[config.mk]
export PLATFORM = sky130hd
export DESIGN_NAME = uart_rx_fifo
export DESIGN_NICKNAME = d
export VERILOG_FILES = /design/src/rtl/uart_rx_fifo.sv
export SDC_FILE = /design/constraint.sdc
export NUM_CORES = 1
export LEC_CHECK = 0
export CAP_MARGIN = 20
export CORE_MARGIN = 5
export CORE_UTILIZATION = 50
export CTS_CLUSTER_SIZE = 16
export DETAILED_ROUTE_END_ITERATION = 16
export PLACE_DENSITY = 0.7
export SYNTH_ARGS = -nofsm -noshare
export SYNTH_HDL_FRONTEND = slang
export SYNTH_SLANG_ARGS = --single-unit
[constraint.sdc]
create_clock -name clk -period 2.9 [get_ports clk]
set_input_delay 0.58 -clock clk [delete_from_list [all_inputs] [get_ports clk]]
set_output_delay 0.58 -clock clk [all_outputs]
set_load 0.01 [all_outputs]
[src/rtl/uart_rx_fifo.sv]
// -----------------------------------------------------------------------------
// uart_rx_fifo
//
// Receive-side character buffer between the UART receiver and the CSR block.
// Characters (9-bit data plus 2 error flags) arrive as one-cycle pulses with no
// back-pressure. They are held in a first-in first-out store and presented
// show-ahead to the CSR read path through a valid/ready handshake. The block
// also reports fill level, a programmable fill-threshold interrupt, sticky
// overrun status, and drives RTS with watermark hysteresis.
//
// Ports:
//   clk            system clock
//   rst_n          synchronous active-low reset
//   wr_d_i         received character
//   wr_err_i       [0] parity error, [1] framing error
//   wr_valid_i     one-cycle write pulse
//   rd_d_o         head character (show-ahead)
//   rd_err_o       head character error flags
//   rd_valid_o     head entry is valid (buffer not empty)
//   rd_ready_i     consumer pops the head when rd_valid_o is high
//   flush_i        discard all entries
//   thresh_i       interrupt threshold, 0 disables
//   level_o        current number of entries
//   empty_o        level_o == 0
//   full_o         level_o == DEPTH
//   overrun_o      sticky: a character was dropped
//   overrun_clr_i  clears overrun_o
//   thresh_irq_o   level_o >= thresh_i and thresh_i != 0
//   rts_n_o        active-low request-to-send
// -----------------------------------------------------------------------------
module uart_rx_fifo #(
  parameter int DEPTH       = 16,
  parameter int RTS_HIGH_WM = 12,
  parameter int RTS_LOW_WM  = 4
) (
  input  logic                       clk,
  input  logic                       rst_n,
  input  logic [8:0]                 wr_d_i,
  input  logic [1:0]                 wr_err_i,
  input  logic                       wr_valid_i,
  output logic [8:0]                 rd_d_o,
  output logic [1:0]                 rd_err_o,
  output logic                       rd_valid_o,
  input  logic                       rd_ready_i,
  input  logic                       flush_i,
  input  logic [$clog2(DEPTH):0]     thresh_i,
  output logic [$clog2(DEPTH):0]     level_o,
  output logic                       empty_o,
  output logic                       full_o,
  output logic                       overrun_o,
  input  logic                       overrun_clr_i,
  output logic                       thresh_irq_o,
  output logic                       rts_n_o
);

  localparam int AW = $clog2(DEPTH);
  localparam int LW = AW + 1;

  localparam logic [LW-1:0] LVL_ZERO = {LW{1'b0}};
  localparam logic [LW-1:0] LVL_ONE  = LW'(1);
  localparam logic [LW-1:0] LVL_FULL = LW'(DEPTH);
  localparam logic [LW-1:0] LVL_HIGH = LW'(RTS_HIGH_WM);
  localparam logic [LW-1:0] LVL_LOW  = LW'(RTS_LOW_WM);
  localparam logic [AW-1:0] PTR_ZERO = {AW{1'b0}};
  localparam logic [AW-1:0] PTR_ONE  = AW'(1);

  typedef enum logic {
    RTS_ASSERTED   = 1'b0,
    RTS_DEASSERTED = 1'b1
  } rts_state_e;

  // Storage entries are {err[1:0], data[8:0]}; contents are never reset.
  logic [10:0]     mem_q [DEPTH];

  logic [AW-1:0]   wr_ptr_q, wr_ptr_d;
  logic [AW-1:0]   rd_ptr_q, rd_ptr_d;
  logic [LW-1:0]   level_q,  level_d;
  logic            overrun_q, overrun_d;
  rts_state_e      rts_state_q, rts_state_d;
  logic            rts_n_q,  rts_n_d;

  logic            rd_hs_s;
  logic            wr_acc_s;
  logic            wr_drop_s;
  logic            mem_we_s;
  logic [10:0]     rd_entry_s;

  // Handshake qualification: a full buffer still accepts a write when the
  // head is popped in the same cycle, so nothing is lost in that case.
  always_comb begin
    rd_hs_s   = (level_q != LVL_ZERO) && rd_ready_i;
    wr_acc_s  = wr_valid_i && ((level_q != LVL_FULL) || rd_hs_s);
    wr_drop_s = wr_valid_i && !wr_acc_s;
  end

  // Pointer and level next-state; flush overrides any concurrent read/write.
  always_comb begin
    mem_we_s = 1'b0;
    wr_ptr_d = wr_ptr_q;
    rd_ptr_d = rd_ptr_q;
    level_d  = level_q;
    if (flush_i) begin
      mem_we_s = 1'b0;
      wr_ptr_d = PTR_ZERO;
      rd_ptr_d = PTR_ZERO;
      level_d  = LVL_ZERO;
    end else begin
      mem_we_s = wr_acc_s;
      if (wr_acc_s) begin
        wr_ptr_d = wr_ptr_q + PTR_ONE;
      end else begin
        wr_ptr_d = wr_ptr_q;
      end
      if (rd_hs_s) begin
        rd_ptr_d = rd_ptr_q + PTR_ONE;
      end else begin
        rd_ptr_d = rd_ptr_q;
      end
      case ({wr_acc_s, rd_hs_s})
        2'b10:   level_d = level_q + LVL_ONE;
        2'b01:   level_d = level_q - LVL_ONE;
        default: level_d = level_q;
      endcase
    end
  end

  // Sticky overrun: a drop wins over a simultaneous clear. A write discarded
  // by flush is not counted as a drop.
  always_comb begin
    overrun_d = overrun_q;
    if (wr_drop_s && !flush_i) begin
      overrun_d = 1'b1;
    end else if (overrun_clr_i) begin
      overrun_d = 1'b0;
    end else begin
      overrun_d = overrun_q;
    end
  end

  // RTS hysteresis evaluated on the next level so rts_n_o moves on the same
  // edge as level_o.
  always_comb begin
    rts_state_d = rts_state_q;
    if (flush_i) begin
      rts_state_d = RTS_ASSERTED;
    end else begin
      case (rts_state_q)
        RTS_ASSERTED: begin
          if (level_d >= LVL_HIGH) begin
            rts_state_d = RTS_DEASSERTED;
          end else begin
            rts_state_d = RTS_ASSERTED;
          end
        end
        RTS_DEASSERTED: begin
          if (level_d <= LVL_LOW) begin
            rts_state_d = RTS_ASSERTED;
          end else begin
            rts_state_d = RTS_DEASSERTED;
          end
        end
        default: rts_state_d = RTS_ASSERTED;
      endcase
    end
    rts_n_d = (rts_state_d == RTS_DEASSERTED);
  end

  // Control state registers with synchronous active-low reset.
  always_ff @(posedge clk) begin
    if (!rst_n) begin
      wr_ptr_q    <= PTR_ZERO;
      rd_ptr_q    <= PTR_ZERO;
      level_q     <= LVL_ZERO;
      overrun_q   <= 1'b0;
      rts_state_q <= RTS_ASSERTED;
      rts_n_q     <= 1'b0;
    end else begin
      wr_ptr_q    <= wr_ptr_d;
      rd_ptr_q    <= rd_ptr_d;
      level_q     <= level_d;
      overrun_q   <= overrun_d;
      rts_state_q <= rts_state_d;
      rts_n_q     <= rts_n_d;
    end
  end

  // Character storage; writes are suppressed while reset is applied.
  always_ff @(posedge clk) begin
    if (mem_we_s && rst_n) begin
      mem_q[wr_ptr_q] <= {wr_err_i, wr_d_i};
    end
  end

  // Show-ahead head entry and status outputs.
  always_comb begin
    rd_entry_s   = mem_q[rd_ptr_q];
    rd_d_o       = rd_entry_s[8:0];
    rd_err_o     = rd_entry_s[10:9];
    level_o      = level_q;
    empty_o      = (level_q == LVL_ZERO);
    full_o       = (level_q == LVL_FULL);
    rd_valid_o   = (level_q != LVL_ZERO);
    overrun_o    = overrun_q;
    rts_n_o      = rts_n_q;
    thresh_irq_o = (thresh_i != LVL_ZERO) && (level_q >= thresh_i);
  end

endmodule

==> qor.csv <==
stage,metric,value,unit
status,status,"finished, final reports clean",
yosys,synth_most_common_cell,edfxtp_1,
yosys,synth_top_area_frac,0.672,
worst_setup_path,start_kind,flip-flop,
worst_setup_path,critPathMaxFanout,6,
placed_design,dp_hpwl,9660,microns
sta,finalHoldViolCount,0,
worst_setup_path,rr_worst_depth,12,
sta,rsz0062_at_grt,true,
clock_tree,cts_tree,done,
floorplan,die-area,18300,sq um
yosys,synth-seq-cells,195,
sta,finalCritPeriodShare,0.996,
route,first_pass_iters,4,
pwr,p_sw_frac,0.206,
global_route,grt_remaining_overflow,0,
worst_setup_path,r2r-end,rts_n_o,
yosys,synth_area,7870,sq um
sta,fmax,346,MHz
route,drt_iter0_drc,384,
clock_tree,cts.sinks,195,
worst_setup_path,worst-path-buf-inv,4,
global_route,antenna_found_initial,0,
route,finalWirelength,15900,microns
yosys,ys_async_sr_fraction,0,
cells_and_area,drive_gt1_frac,0.324,
clock_tree,htree_levels,4,
pwr,powerDensity,581,nW/um^2
sta,fin_worst_skew,9.35,ps
route,ant_nets,0,
sta,slew_violations,0,
flow_run,cap_violations,0,
worst_setup_path,cpPeakStageDelay,500,ps
clock_tree,path_clk_slew,70,ps
yosys,syn_nets,439,
pwr,power_frac_seq,0.545,
yosys,synth-edff-count,176,
cells_and_area,utilization,0.632,
cells_and_area,fin_nets,536,
placed_design,dpl-instance-area,8920,sq um
pwr,ir_drop,420,uV
global_route,grt_pass1_vias,4237,
clock_tree,numCtsBuffers,17,
worst_setup_path,worst_r2r_startpoint,level_o[1],
sta,finalSetupTns,0,ps
cells_and_area,fillers,1083,
sta,slew_headroom,0.631,
pwr,p_switching,1.16,mW
route,avgRoutedWirePerCell,22.0,microns
sta,setup_viol,0,
worst_setup_path,reg2reg_setup_slack,210,ps
worst_setup_path,crit_family,multiplexers,
yosys,yosysUniqueCellTypes,41,
floorplan,core,15300,sq um
pwr,leakagePower,3.22,nW
sta,tightest_slew,552,ps
yosys,yosysWarnings,0,
placed_design,io_buffers,43,
worst_setup_path,crit_path_end_kind,output port,
pwr,clockPowerShare,0.415,
floorplan,fp.dieW,135,microns
yosys,synth-main-ff-cell,edfxtp_1,
hold_path,min_path_type,flip-flop to flip-flop,
yosys,netlist_instances,403,
worst_setup_path,cp.arrival,2310,ps
yosys,syn_area_per_cell,19.5,sq um
hold_path,min_to,rd_ptr_q[3],
clock_tree,clk_root_buffer_cell,clkbuf_16,
placed_design,routabilityCongestion,0.826,
yosys,yosysTopAreaCell,edfxtp_1,
pwr,comb_power_share,0.040,
yosys,ys_seq_area_frac,0.720,
global_route,grt_max_degree,26,
yosys,synthTopCellsByCount,"edfxtp_1 (176), mux4_2 (55), nor2_1 (29)",
hold_path,min_path_cells,2,
cells_and_area,n_antenna_cell,0,
worst_setup_path,critPathRequiredTime,2320,ps
sta,period_needed,2890,ps
floorplan,ios,44,
global_route,grt_usage,0.191,
pwr,total_power,5.63,mW
route,drc,0,
clock_tree,insertion_delay,430,ps
yosys,ys_top_cells_by_area,"edfxtp_1 (67%), mux4_2 (16%), dfxtp_1 (4.8%)",
worst_setup_path,timing.critical_path.cells,"buf_6, buf_16, buf_6, mux4_2, mux4_2, buf_6",
worst_setup_path,criticalPathCategory,flip-flop to output port,
worst_setup_path,slowest_stage,mux4_2,
cells_and_area,post-route-cell-area,9690,sq um
route,drt-vias-per-instance,5.60,
worst_setup_path,crit_path_frequent_cell,buf_6,
clock_tree,holdBufCountCts,0,
route,dr_total_vias,4056,
floorplan,initial_core_util,0.514,
floorplan,die_h,135,microns
cells_and_area,area_delta_synth_final,23.1,%
global_route,grt_pass1_wl,25200,microns
floorplan,row_count,45,
pwr,intPower,4.47,mW
hold_path,hp-start,rd_ptr_q[3],
clock_tree,clock_path_buffers,2,
[per-stage QoR]
stage               setup slack (ps)  cells  hold slack, ps
floorplan                       86.4    403             459
global placement                -263    683             474
detailed placement              -305    683             489
CTS                            -22.1    725             502
global route                   -61.5    724             559
finish                          11.9    724             493
[worst max path at each step]
stage                     start           end  slack [ps]  cells after the start
global placement    thresh_i[0]  thresh_irq_o        -260                      9
detailed placement  thresh_i[0]  thresh_irq_o        -310                      9
global route          flip-flop     rd_d_o[0]         -60                      5
floorplan            level_o[1]       rts_n_o          90                     12
CTS                   flip-flop     rd_d_o[0]         -20                      6
finish                flip-flop     rd_d_o[0]          10                      6
[routing by layer]
| layer | global-route usage | up-vias | routed length [microns] |
|---|---|---|---|
| met5 | 0 | - | 0 |
| met4 | 0.0627 | 0 | 227 |
| met3 | 0.0524 | 12 | 917 |
| met2 | 0.302 | 130 | 8250 |
| met1 | 0.262 | 2092 | 6540 |
| li1 | - | 1822 | - |
[worst min-delay path, stage by stage (launching register included)]
cell and delay, ps:
dfxtp_1 310, o21ai_0 60, a21oi_1 70
[timing repair]
item	4_1_cts	5_1_grt
resized for setup	59	8
endpoints found under the hold margin	0	0
setup buffers	6	0
setup endpoints to repair	12	9
gates cloned	4	0
[power by group through the flow]
| stage | registers [mW] | clock network (mW) | logic, mW |
|---|---|---|---|
| after floorplan | 3.13 | 0 | 0.0952 |
| after CTS | 3.07 | 2.39 | 0.224 |
| after global placement | 3.13 | 0 | 0.206 |
| final | 3.07 | 2.34 | 0.223 |
| after global routing | 3.07 | 2.53 | 0.244 |
| after detailed placement | 3.13 | 0 | 0.212 |
[cells in the final DEF, fill, tap and decap left out, types with 2 or more instances in the layout]
cell,instances
a21o_1,4
a21oi_1,5
a21oi_2,2
a32o_1,2
and2_1,3
buf_12,8
buf_16,4
buf_2,7
buf_4,39
buf_6,8
bufinv_16,2
clkbuf_16,17
clkdlybuf4s50_1,30
clkinv_2,2
clkinv_4,2
clkinvlp_4,2
dfxtp_1,17
edfxtp_1,176
ha_1,13
inv_1,10
inv_6,2
inv_8,3
mux2i_1,3
mux4_2,55
nand2_1,11
nand2b_1,6
nand3_1,3
nand3b_1,3
nor2_1,29
nor2b_1,6
nor3_2,4
nor3b_1,2
nor4_1,2
o21a_1,2
o21ai_0,2
xnor2_1,3
xor2_1,4
[layout make-up]
class	instances	area (sq um)	area share
clock buffer	17	425	0.0439
timing repair buffer	97	1000	0.103
tap	211	264	0.0273
sequential	195	5670	0.585
clock inverter	15	174	0.0180
multi-input combinational	179	2110	0.218
inverter	10	37.5	0.00388
[cell families after synthesis]
kind of cell / count (synthesis) / share of synthesized area
flops: 195 / 0.720
simple gates: 74 / 0.0469
mux: 58 / 0.161
buf+inv: 29 / 0.0153
compound gates: 26 / 0.0251
fa+ha+maj: 14 / 0.0232
xor+xnor: 7 / 0.00780
[flip-flops by register name, indices dropped and copies added (netlist names), named ones only]
name,cells
rd_ptr_q,4
overrun_o,1
rts_n_o,1
mem_q,176
level_o,5
wr_ptr_q,4
Note: power is estimated with default switching activity, not from simulation.
